## src/rtl/tt_um_suba_spi.sv

```systemverilog
// ---------------------------------------------------------------------------
// tt_um_suba_spi
//
// SPI slave (mode 0, MSB first, 8-bit frames) inside the Tiny Tapeout
// user-module wrapper. The SPI pins are oversampled by the system clock:
// SCLK is never used as a clock, only as a synchronized data signal whose
// edges are detected in the clk domain. Each completed byte is presented on
// uo_out. MISO echoes the previously received byte, so an external master
// can run a loopback check.
//
// Ports:
//   clk      system clock, rising edge
//   rst_n    asynchronous active-low reset
//   ena      harness design-enable (unused)
//   ui_in    [0] SCLK, [1] CS_N (active low), [2] MOSI, [7:3] unused
//   uo_out   last completely received byte
//   uio_in   unused
//   uio_out  [0] MISO, [1] byte_done pulse, [2] busy, [7:3] zero
//   uio_oe   constant 8'h07 (low three bidirectional pins are outputs)
// ---------------------------------------------------------------------------
module tt_um_suba_spi (
    input  logic       clk,
    input  logic       rst_n,
    input  logic       ena,
    input  logic [7:0] ui_in,
    output logic [7:0] uo_out,
    input  logic [7:0] uio_in,
    output logic [7:0] uio_out,
    output logic [7:0] uio_oe
);

    // Synchronizer chains. Stages _p0/_p1 form the 2-FF synchronizer; the
    // _p2 stage of SCLK and CS_N holds the previous synchronized sample for
    // edge detection. MOSI only needs _p1, which lines up with the SCLK
    // sample that reveals a rising edge.
    logic sclk_p0, sclk_p1, sclk_p2;
    logic cs_n_p0, cs_n_p1, cs_n_p2;
    logic mosi_p0, mosi_p1;

    // Receive / transmit state
    logic [7:0] rx_shift;
    logic [7:0] rx_data;
    logic [7:0] tx_shift;
    logic [2:0] bit_cnt;
    logic       byte_done;
    logic       busy;
    // Set on the 8th SCLK rise; tells the following SCLK fall to reload
    // tx_shift from the freshly completed byte instead of shifting.
    logic       byte_full;

    logic sclk_rise;
    logic sclk_fall;
    logic cs_active;
    logic cs_fall;
    logic miso;
    logic [7:0] rx_next;

    // Harness inputs that this design does not use.
    logic unused_inputs;
    assign unused_inputs = &{1'b0, ena, uio_in, ui_in[7:3]};

    // ---- stage p0..p2: pin synchronizers ----------------------------------
    always_ff @(posedge clk or negedge rst_n) begin
        if (!rst_n) begin
            sclk_p0 <= 1'b0;
            sclk_p1 <= 1'b0;
            sclk_p2 <= 1'b0;
            cs_n_p0 <= 1'b1;
            cs_n_p1 <= 1'b1;
            cs_n_p2 <= 1'b1;
            mosi_p0 <= 1'b0;
            mosi_p1 <= 1'b0;
        end else begin
            sclk_p0 <= ui_in[0];
            sclk_p1 <= sclk_p0;
            sclk_p2 <= sclk_p1;
            cs_n_p0 <= ui_in[1];
            cs_n_p1 <= cs_n_p0;
            cs_n_p2 <= cs_n_p1;
            mosi_p0 <= ui_in[2];
            mosi_p1 <= mosi_p0;
        end
    end

    assign sclk_rise = sclk_p1 & ~sclk_p2;
    assign sclk_fall = ~sclk_p1 & sclk_p2;
    assign cs_active = ~cs_n_p1;
    assign cs_fall   = ~cs_n_p1 & cs_n_p2;
    assign rx_next   = {rx_shift[6:0], mosi_p1};

    // ---- frame control and receive path -----------------------------------
    always_ff @(posedge clk or negedge rst_n) begin
        if (!rst_n) begin
            rx_shift  <= 8'h00;
            rx_data   <= 8'h00;
            bit_cnt   <= 3'd0;
            byte_done <= 1'b0;
            byte_full <= 1'b0;
            busy      <= 1'b0;
        end else begin
            byte_done <= 1'b0;
            if (cs_fall) begin
                // New frame: start counting from bit 7 again.
                rx_shift  <= 8'h00;
                bit_cnt   <= 3'd0;
                byte_full <= 1'b0;
                busy      <= 1'b1;
            end else if (!cs_active) begin
                // CS idle (or just released mid-byte): any partial byte is
                // dropped and rx_data keeps the last complete one.
                rx_shift  <= 8'h00;
                bit_cnt   <= 3'd0;
                byte_full <= 1'b0;
                busy      <= 1'b0;
            end else begin
                if (sclk_rise) begin
                    rx_shift <= rx_next;
                    bit_cnt  <= bit_cnt + 3'd1;
                    if (bit_cnt == 3'd7) begin
                        rx_data   <= rx_next;
                        byte_done <= 1'b1;
                        byte_full <= 1'b1;
                    end
                end else if (sclk_fall && byte_full) begin
                    byte_full <= 1'b0;
                end
            end
        end
    end

    // ---- transmit path ------------------------------------------------------
    // tx_shift is preloaded with rx_data at frame start so the first MISO
    // bit is ready before the first SCLK rise; later bits move on SCLK falls.
    // At a byte boundary inside one CS frame the fall after the 8th rise
    // reloads the new rx_data, so back-to-back bytes keep echoing.
    always_ff @(posedge clk or negedge rst_n) begin
        if (!rst_n) begin
            tx_shift <= 8'h00;
        end else if (cs_fall) begin
            tx_shift <= rx_data;
        end else if (cs_active && sclk_fall) begin
            if (byte_full) begin
                tx_shift <= rx_data;
            end else begin
                tx_shift <= {tx_shift[6:0], 1'b0};
            end
        end
    end

    // busy and tx_shift are both registers, so MISO changes on the clk edge
    // that ends the detect cycle, and is forced low while CS is inactive.
    assign miso    = busy & tx_shift[7];

    assign uo_out  = rx_data;
    assign uio_out = {5'b00000, busy, byte_done, miso};
    assign uio_oe  = 8'h07;

endmodule

```

## config.mk

```make
export PLATFORM = sky130hd
export DESIGN_NAME = tt_um_suba_spi
export DESIGN_NICKNAME = d
export VERILOG_FILES = /design/src/rtl/tt_um_suba_spi.sv
export SDC_FILE = /design/constraint.sdc
export NUM_CORES = 1
export LEC_CHECK = 0
export ABC_AREA = 0
export CAP_MARGIN = 20
export CORE_MARGIN = 2
export CORE_UTILIZATION = 40
export CTS_CLUSTER_SIZE = 14
export DETAILED_ROUTE_END_ITERATION = 10
export GPL_TIMING_DRIVEN = 0
export PLACE_DENSITY = 0.68
export SYNTH_ARGS = -nofsm -noshare
export SYNTH_HDL_FRONTEND = slang
export SYNTH_SLANG_ARGS = --single-unit
```

## constraint.sdc

```tcl
create_clock -name clk -period 2.1 [get_ports clk]
set_clock_uncertainty 0.1 [all_clocks]
set_input_delay 0.42 -clock clk [delete_from_list [all_inputs] [get_ports clk]]
set_output_delay 0.42 -clock clk [all_outputs]
set_load 0.01 [all_outputs]
```

Word level (Yosys, flattened, before mapping)
Index checks and enable logic that the tools add are counted.
{"block": "op_classes", "reduce_logical": 8, "n_bitwise": 8, "add_sub_neg": 1, "n_mux": 20, "eq_ne": 2}
{"operator": "2-to-1 mux 8 bit", "n": 3}
{"operator": "2-to-1 mux 7 bit", "n": 3}
{"operator": "2-to-1 mux 1 bit", "n": 11}
{"operator": "2-to-1 mux 3 bit", "n": 3}
{"operator": "bitwise AND 1 bit", "n": 4}
{"operator": "!= test 4 x 2 -> 1 bit (second input constant)", "n": 1}
{"operator": "inverter 1 bit", "n": 4}
{"operator": "AND reduction 4 bit", "n": 1}
{"operator": "nonzero test 2 bit", "n": 2}
{"operator": "nonzero test 4 bit", "n": 1}
{"operator": "adder 3 x 1 -> 3 bit (second input constant)", "n": 1}
{"operator": "== test 3 bit (second input constant)", "n": 1}
{"operator": "nonzero test 3 bit", "n": 1}
{"operator": "logical AND 1 bit", "n": 2}
{"operator": "AND reduction 2 bit", "n": 1}
{"block": "word_totals", "input_bits": 19, "reg_bits": 37, "wordCells": 54, "output_inout_bits": 24}

Longest topological paths before layout
Gate-level depths: netlist (run 1).
{"block": "logic_depth", "depth_word": 7, "depth_mapped": 5, "mapped_depth_nobuf": 5}

Worst setup path after synthesis (run 1)
Ideal clock, no wire load.
{"block": "synth_path", "kind": "register -> register", "startpoint": "register bit_cnt[0]", "endpoint": "register rx_data[0] (netlist: uo_out[0])", "required_time_ns": 1.875, "setup_ns": 0.125, "setup_slack_ns": 0.483, "path_buffers": 0, "period_less_slack_ns": 1.617, "t_arrival_ns": 1.392, "path_stages_with_launch": 6, "cell_sequence": "dfrtp_1 > ha_1 > ha_1 > inv_1 > nor3_4 > mux2_2"}
{"block": "synth_via", "elab_chain_cells": 2}
{"element": "start: declaration", "line": "44", "source": "logic [2:0] bit_cnt;"}
{"element": "start signal: assignment", "line": "118", "source": "bit_cnt <= bit_cnt + 3'd1;"}
{"element": "== test 3 bit", "line": "119", "source": "if (bit_cnt == 3'd7) begin"}
{"element": "AND reduction 4 bit (no line)"}
{"element": "end signal: assignment", "line": "120", "source": "rx_data <= rx_next;"}
{"element": "end: declaration", "line": "42", "source": "logic [7:0] rx_data;"}
Every way passes these cells.
A chain may end at the register's enable or synchronous reset.

Worst setup path in the final report (run 1)
{"block": "layout_path", "startpoint": "register busy", "endpoint": "output port uio_out[0]"}
{"block": "layout_via", "elab_chain_cells": 1}
{"element": "start: declaration", "line": "46", "source": "logic busy;"}
{"element": "start signal: assignment", "line": "99", "source": "busy <= 1'b0;"}
{"element": "start signal: assignment", "line": "107", "source": "busy <= 1'b1;"}
{"element": "start signal: assignment", "line": "114", "source": "busy <= 1'b0;"}
{"element": "bitwise AND 1 bit", "line": "152", "source": "assign miso = busy & tx_shift[7];"}
{"element": "end: declaration", "line": "28", "source": "output logic [7:0] uio_out,"}
Every way passes these cells.

==> results of run 1 <==
==> worst max-delay path, stage by stage (launching register included) <==
cell	delay [ns]
dfrtp_1	0.39
and2_1	0.16
buf_4	0.12
clkdlybuf4s50_1	0.46
==> final timing paths <==
path	start	slack, ns	to
worst max-delay path	busy	0.16	uio_out[0]
worst min-delay path	rst_n	0.11	mosi_p0
worst max register to register	bit_cnt[0]	0.34	uo_out[4]
worst min register to register	mosi_p0	0.25	mosi_p1
max in group asynchronous	rst_n	1.29	uo_out[4]
min in group clk	mosi_p0	0.25	mosi_p1
==> where the power goes <==
part	leakage (nW)	switching, mW	internal, mW
combinational	0.386	0.0488	0.0376
sequential	0.493	0.00764	0.725
clock	0.0542	0.236	0.296
==> per-layer routing <==
metal / share of wire (%) / routed length, microns / vias up
met5: 0 / 0 / -
li1: - / - / 460
met2: 50 / 1219 / 23
met4: 2.5 / 61 / 0
met3: 4.7 / 114 / 6
met1: 42 / 1030 / 469
==> state kept, by name, indices dropped and copies added (netlist names) <==
name and flops:
cs_n_p0 1, sclk_p1 1, mosi_p0 1, busy 1
cs_n_p2 1, mosi_p1 1, uo_out 8, sclk_p0 1
byte_full 1, bit_cnt 3, byte_done 1, rx_shift 7
tx_shift 8, sclk_p2 1, cs_n_p1 1
==> placed cells by master, fill, tap and decap left out, types with 2 or more instances in the layout <==
master and n:
a21oi_1 9, buf_2 2, buf_4 16, clkbuf_8 7, clkdlybuf4s50_1 14, conb_1 13
dfrtp_1 34, dfstp_2 3, ha_1 2, inv_1 3, mux2_2 22, nand2_1 18
nand2b_1 2, nor2_1 5, nor2b_1 2
==> Yosys cell counts <==
| cell | n | share of area, % |
|---|---|---|
| buf_2 | 1 | 0.32 |
| and2_1 | 1 | 0.40 |
| a21oi_2 | 1 | 0.55 |
| mux2i_1 | 1 | 0.63 |
| nand2_1 | 18 | 4.3 |
| ha_1 | 2 | 1.6 |
| xnor2_1 | 1 | 0.55 |
| buf_1 | 1 | 0.24 |
| clkbuf_1 | 1 | 0.24 |
| mux2_2 | 22 | 16 |
| nor2b_1 | 2 | 0.79 |
| a21oi_1 | 9 | 2.8 |
| conb_1 | 2 | 0.47 |
| o21ai_0 | 1 | 0.32 |
| inv_1 | 3 | 0.71 |
| dfstp_2 | 3 | 5.0 |
| nor3_4 | 1 | 1.0 |
| nand2b_1 | 2 | 0.79 |
| nor2_1 | 5 | 1.2 |
| or2_4 | 1 | 0.55 |
| dfrtp_1 | 34 | 54 |
| buf_4 | 16 | 7.6 |
| a22oi_1 | 1 | 0.47 |
==> final cells by class <==
cell class / count / area [sq um]
Clock inverter: 1 / 5.005
Buffer: 19 / 132.6
Clock buffer: 7 / 96.34
Inverter: 3 / 11.26
Fill cell: 330 / 1814
Timing Repair Buffer: 15 / 145.1
Multi-Input combinational cell: 81 / 549.3
Sequential cell: 37 / 929.6
Tap cell: 48 / 60.06
==> cell families (layout without fill, tap and decap cells) <==
kind of cell    after synthesis  after routing
compound gates               12             12
xor+xnor                      1              1
fa+ha+maj                     2              2
buf+inv                      22             45
flops                        37             37
mux                          23             23
other cells                   2             13
simple gates                 30             30
==> per-stage QoR <==
stage / instances / worst slack [ns] / util [%] / cell area (sq um)
2_1_floorplan: 140 / 0.4832 / - / 1623
6_report: 211 / 0.1641 / 51.54 / 1929
3_5_place_dp: 203 / 0.3227 / 48.83 / 1828
5_1_grt: 211 / 0.1040 / 51.54 / 1929
3_3_place_gp: 203 / -0.2216 / 48.96 / 1833
4_1_cts: 211 / 0.1392 / 51.54 / 1929
==> impl_metrics.json, run 1 <==
{
  "hold_viol": 0,
  "fin_nets": 183,
  "via_per_inst": 4.540,
  "synthesis.area_sq_um": 1582,
  "synthMuxAreaShare_pct": 16.30,
  "area_growth_pct": 21.99,
  "yosys_warnings": 0,
  "place.gp.congestion": 0.7073,
  "end_kind": "output pin",
  "rows": 22,
  "drtIter0Drc": 27,
  "synth_xor_area_share_pct": 0.5538,
  "cp_max_fo": 3,
  "ys_seq_area_share_pct": 58.78,
  "slew_violations": 0,
  "synth_simple_gate_area_share_pct": 9.019,
  "power-per-cell-area_nw_per_um2": 700.6,
  "status": "complete, no violations",
  "firstDrtPassIters": 4,
  "max_slew.worst_pin.slew_ns": 0.7779,
  "synthAdderAreaFrac_pct": 1.582,
  "arrival_ns": 1.42,
  "insertedDiodeCount": 0,
  "antenna_left": 0,
  "gr-usage-met2_pct": 20.13,
  "clock_sinks": 37,
  "max_freq_ghz": 0.5166,
  "required_ns": 1.58,
  "dieHeight_microns": 66.88,
  "hold_class": "input port to async pin",
  "vias": 958,
  "yosysUniqueCellTypes": 23,
  "synth_top_family_by_area": "multiplexers",
  "rsz0062_at_grt": "false",
  "grt_pass1_wl_mm": 4.015,
  "io_pins": 43,
  "root_buffer": "clkbuf_8",
  "ys_seq_elements": 37,
  "wl_per_cell_microns": 11.49,
  "setup_viol": 0,
  "coreArea_sq_um": 3744,
  "start_util_pct": 42.25,
  "routed_wl_mm": 2.425,
  "ir_drop_mv": 0.3995,
  "worstRegToRegCells": 5,
  "max-slew-margin-rel_pct": 48.14,
  "start_kind": "flop",
  "grt_pass1_vias": 920,
  "critPathKind": "flop to output pin",
  "busiest_layer": "met2",
  "die_area_sq_um": 4473,
  "synthCells": 129,
  "setup_tns_ns": 0,
  "gr-usage-met1_pct": 14.43,
  "antenna_found_initial": 0,
  "min_period_ns": 1.936,
  "overflow": 0,
  "port_buffers": 15,
  "whs_ns": 0.1062,
  "grt_start_max_net_pins": 38,
  "insertion_delay_ns": 0.29,
  "postCtsSetupBuffers": 0,
  "drive_above_1_share_pct": 33.13,
  "postCtsHoldBufs": 0,
  "syn_avg_cell_area_sq_um": 12.26,
  "post_cts_resized": 0,
  "dieWidth_microns": 66.88,
  "drc": 0,
  "grt_use_met3_pct": 4.054,
  "clkSlewWorstSetupHoldPaths_ns": 0.07,
  "total_power_mw": 1.352,
  "max_cap_viol_count": 0,
  "cts_buffers": 5,
  "p_leak_nw": 0.9331,
  "cts_buffer_depth": 2,
  "hpwl_mm": 1.785,
  "htreeDepth": 2,
  "period_share_pct": 92.18,
  "cts_tree": "built",
  "synth_compound_area_share_pct": 4.193,
  "grt_usage_pct": 12.41
}
No activity file was read; power rests on OpenSTA's default activity.
==> run 2, diff against run 1 <==
--- a/config.mk
+++ b/config.mk
@@ -8,11 +8,11 @@
 export ABC_AREA = 0
 export CAP_MARGIN = 20
 export CORE_MARGIN = 2
-export CORE_UTILIZATION = 40
+export CORE_UTILIZATION = 45
 export CTS_CLUSTER_SIZE = 14
 export DETAILED_ROUTE_END_ITERATION = 10
 export GPL_TIMING_DRIVEN = 0
-export PLACE_DENSITY = 0.68
+export PLACE_DENSITY = 0.75
 export SYNTH_ARGS = -nofsm -noshare
 export SYNTH_HDL_FRONTEND = slang
 export SYNTH_SLANG_ARGS = --single-unit
==> impl_metrics.json, run 2 (synthesis results as in run 1) <==
{
  "status": "complete, no violations",
  "grt_usage_pct": 14.42,
  "post_cts_resized": 0,
  "root_buffer": "clkbuf_4",
  "insertedDiodeCount": 0,
  "firstDrtPassIters": 4,
  "antenna_found_initial": 0,
  "layout_common_cells": "dfrtp_1 (34), mux2_2 (22), nand2_1 (18), buf_4 (16), clkdlybuf4s50_1 (14)",
  "final_core_util_pct": 56.03,
  "required_ns": 1.58,
  "port_buffers": 15,
  "cpPeakStageDelay_ns": 0.46,
  "drtIter0Drc": 33,
  "cp_max_fo": 3,
  "cts_buffers": 5,
  "start_kind": "flop",
  "clock_sinks": 37,
  "die_area_sq_um": 4005,
  "max_freq_ghz": 0.4982,
  "overflow": 0,
  "max_cap_viol_count": 0,
  "slew_violations": 0,
  "post-place-ws_ns": 0.2746,
  "hold_class": "input port to async pin",
  "cts_tree": "built",
  "period_share_pct": 95.59,
  "total_power_mw": 1.202,
  "htreeDepth": 2,
  "rsz0062_at_grt": "false",
  "end_kind": "output pin",
  "drive_above_1_share_pct": 31.90,
  "postLayoutCellArea_sq_um": 1884,
  "io_pins": 43,
  "fin_nets": 183,
  "power-per-cell-area_nw_per_um2": 638.0,
  "dieHeight_microns": 63.29,
  "area_growth_pct": 19.15,
  "grt_pass1_wl_mm": 4.367,
  "clkSlewWorstSetupHoldPaths_ns": 0.11,
  "drc": 0,
  "ir_drop_mv": 0.3683,
  "routed_wl_mm": 2.533,
  "placed_area_sq_um": 1826,
  "max_slew.worst_pin.slew_ns": 0.8002,
  "arrival_ns": 1.49,
  "via_per_inst": 4.593,
  "place.gp.congestion": 0.7636,
  "insertion_delay_ns": 0.34,
  "setup_ws_ns": 0.09257,
  "cts_buffer_depth": 2,
  "hpwl_mm": 1.769,
  "postCtsSetupBuffers": 0,
  "critPathKind": "flop to output pin",
  "max-slew-margin-rel_pct": 46.65,
  "setup_viol": 0,
  "crit_chain": "and2_1 > buf_4 > clkdlybuf4s50_1",
  "final_common_cell": "dfrtp_1",
  "rows": 21,
  "postCtsHoldBufs": 0,
  "slowest_stage": "clkdlybuf4s50_1",
  "hold_viol": 0,
  "dieWidth_microns": 63.29,
  "start_util_pct": 47.02,
  "grt_pass1_vias": 966,
  "grt_start_max_net_pins": 38,
  "min_period_ns": 2.007,
  "wl_per_cell_microns": 12.12,
  "coreArea_sq_um": 3363,
  "vias": 960,
  "p_leak_nw": 0.9114,
  "antenna_left": 0
}
[run 2: changes by cell type in the layout (fill, tap and decap cells not counted), sizes merged]
cell,previous run,this run
clkbuf,8,9
clkinv,1,0
[run 2: per-stage QoR]
| stage | hold WS (ns) | setup TNS (ns) | instances |
|---|---|---|---|
| floorplan | 0.02441 | 0 | 140 |
| global route | 0.09961 | 0 | 209 |
| detailed placement | 0.2436 | 0 | 201 |
| CTS | 0.06868 | 0 | 209 |
| global placement | 0.2340 | -7.026 | 201 |
| finish | 0.05716 | 0 | 209 |
[run 2: worst max-delay path, delay by kind of cell, from the launching register on]
family | cells | cell delay, ns
buffers and inverters | 2 | 0.58
DFF | 1 | 0.41
and+or+nand+nor | 1 | 0.16
[run 2: worst paths after layout]
kind | start | end | slack [ns] | cells after the start
max | busy | uio_out[0] | 0.09 | 3
min | rst_n | uo_out[5] | 0.06 | 1
max reg2reg | bit_cnt[0] | uo_out[3] | 0.27 | 5
min reg2reg | cs_n_p0 | cs_n_p1 | 0.26 | 0
max in group asynchronous | rst_n | rx_shift[0] | 1.34 | 1
min in group clk | cs_n_p0 | cs_n_p1 | 0.26 | 0
[run 2: area by class of cell]
cell class / count / area (sq um)
fillers: 300 / 1479
flip-flops and latches: 37 / 929.6
multi-input cells: 81 / 549.3
repair buffers: 15 / 145.1
plain buffers: 19 / 132.6
clock buffers: 8 / 58.81
well taps: 46 / 57.56
inverters: 3 / 11.26
[run 2: layer usage]
layer	share of wire, %	vias to the layer above	global-route usage (%)
met3	5.7	5	5.536
met2	50	27	23.67
met5	0	-	0
met4	2.0	0	5.707
li1	-	462	-
met1	42	466	17.12
[run 2: power by group]
part	total (mW)	internal, mW	switching, mW
registers	0.732	0.725	0.00755
clock network	0.382	0.165	0.217
logic	0.0880	0.0377	0.0502
total	1.20	0.928	0.274
==> run 3, diff against run 2 <==
--- a/config.mk
+++ b/config.mk
@@ -12,7 +12,9 @@
 export CTS_CLUSTER_SIZE = 14
 export DETAILED_ROUTE_END_ITERATION = 10
 export GPL_TIMING_DRIVEN = 0
+export HOLD_SLACK_MARGIN = 0.05
 export PLACE_DENSITY = 0.75
+export RECOVER_POWER = 100
 export SYNTH_ARGS = -nofsm -noshare
 export SYNTH_HDL_FRONTEND = slang
 export SYNTH_SLANG_ARGS = --single-unit
==> impl_metrics.json, run 3 (synthesis results as in run 1) <==
{
  "status": "complete, no violations",
  "port_buffers": 15,
  "wl_per_cell_microns": 12.06,
  "vias": 963,
  "drtIter0Drc": 34,
  "p_leak_nw": 0.9434,
  "drc": 0,
  "worstRegToRegCells": 3,
  "grt_usage_pct": 14.42,
  "insertedDiodeCount": 0,
  "cpPeakStageDelay_ns": 0.46,
  "io_pins": 43,
  "overflow": 0,
  "rows": 21,
  "antenna_found_initial": 0,
  "arrival_ns": 1.49,
  "start_kind": "flop",
  "total_power_mw": 1.198,
  "hold_class": "input port to async pin",
  "postCtsSetupBuffers": 0,
  "whs_ns": 0.08770,
  "min_period_ns": 2.008,
  "max-slew-margin-rel_pct": 37.81,
  "max_slew.worst_pin.slew_ns": 0.9329,
  "rsz0062_at_grt": "false",
  "htreeDepth": 2,
  "crit_chain": "and2_1 > buf_4 > clkdlybuf4s50_1",
  "max_cap_viol_count": 0,
  "worst_path_dominant_cell_family": "buffers and inverters",
  "period_share_pct": 95.60,
  "cts_tree": "built",
  "cts_buffer_depth": 2,
  "cp_max_fo": 3,
  "die_area_sq_um": 4005,
  "via_per_inst": 4.608,
  "end_kind": "output pin",
  "r2r_start": "sclk_p1",
  "drive_above_1_share_pct": 30.06,
  "firstDrtPassIters": 4,
  "layout_common_cells": "dfrtp_1 (34), mux2_2 (22), nand2_1 (18), buf_4 (16)",
  "r2r-end": "tx_shift[5]",
  "grt_start_max_net_pins": 38,
  "layout.cells.non_filler": 209,
  "required_ns": 1.58,
  "antenna_left": 0,
  "grt_pass1_wl_mm": 4.367,
  "insertion_delay_ns": 0.34,
  "dieWidth_microns": 63.29,
  "grt_pass1_vias": 966,
  "post-place-ws_ns": 0.2746,
  "fin_nets": 183,
  "post_cts_resized": 0,
  "hold_viol": 0,
  "clkSlewWorstSetupHoldPaths_ns": 0.11,
  "clock_sinks": 37,
  "coreArea_sq_um": 3363,
  "power-per-cell-area_nw_per_um2": 637.8,
  "hpwl_mm": 1.769,
  "final_common_cell": "dfrtp_1",
  "root_buffer": "clkbuf_4",
  "final_core_util_pct": 55.84,
  "max_freq_ghz": 0.4981,
  "routed_wl_mm": 2.521,
  "reg2reg_slack_ns": 0.15,
  "slew_violations": 0,
  "critPathKind": "flop to output pin",
  "slowest_stage": "clkdlybuf4s50_1",
  "setup_viol": 0,
  "postCtsHoldBufs": 0,
  "setup_ws_ns": 0.09249,
  "cts_buffers": 5,
  "ir_drop_mv": 0.3681,
  "place.gp.congestion": 0.7636,
  "area_growth_pct": 18.75,
  "startpoint": "busy",
  "dpl.cell_count": 201,
  "start_util_pct": 47.02,
  "path_buf_inv": 2,
  "dieHeight_microns": 63.29
}
-- run 3: changes by cell type in the layout (fill, tap and decap cells not counted), sizes merged --
cell,delta
buf,-2
clkdlybuf4s50,-13
clkbuf,+2
dlygate4sd3,+13
-- run 3: worst max-delay path by stage --
stage,endpoint,slack [ns],depth (start not counted)
3_3_place_gp,sclk_p0,-0.21,1
6_report,uio_out[0],0.09,3
3_5_place_dp,uo_out[7],0.27,5
4_1_cts,uio_out[0],0.07,3
2_1_floorplan,uo_out[0],0.48,5
5_1_grt,uio_out[0],0.002,3
-- run 3: worst reg2reg max path, stage by stage, from the launching register on --
cell and delay, ns:
dfrtp_1 0.42, nand2b_1 0.17, a21oi_1 0.75, mux2_2 0.42
-- run 3: routing by layer --
layer,vias to the layer above,track usage (%),share of wire (%)
met2,31,23.67,50
met5,-,0,0
met1,463,17.12,42
li1,464,-,-
met3,5,5.536,6.2
met4,0,5.707,2.0
-- run 3: area by class of cell --
class / instances / area [sq um]
inverter: 3 / 11.26
multi-input combinational: 81 / 543.0
clock buffer: 8 / 58.81
timing repair buffer: 15 / 145.1
buffer: 19 / 132.6
fill: 303 / 1485
tap: 46 / 57.56
sequential: 37 / 929.6
-- run 3: power breakdown --
group / switching [mW] / total [mW] / internal [mW]
Clock: 0.216 / 0.381 / 0.165
Combinational: 0.0498 / 0.0848 / 0.0349
Sequential: 0.00730 / 0.732 / 0.724
Total: 0.273 / 1.20 / 0.925
-- run 3: metrics by stage --
step / TNS (ns) / area, sq um
2_1_floorplan: 0 / 1623
3_3_place_gp: -7.026 / 1831
3_5_place_dp: 0 / 1826
4_1_cts: 0 / 1884
5_1_grt: 0 / 1878
6_report: 0 / 1878
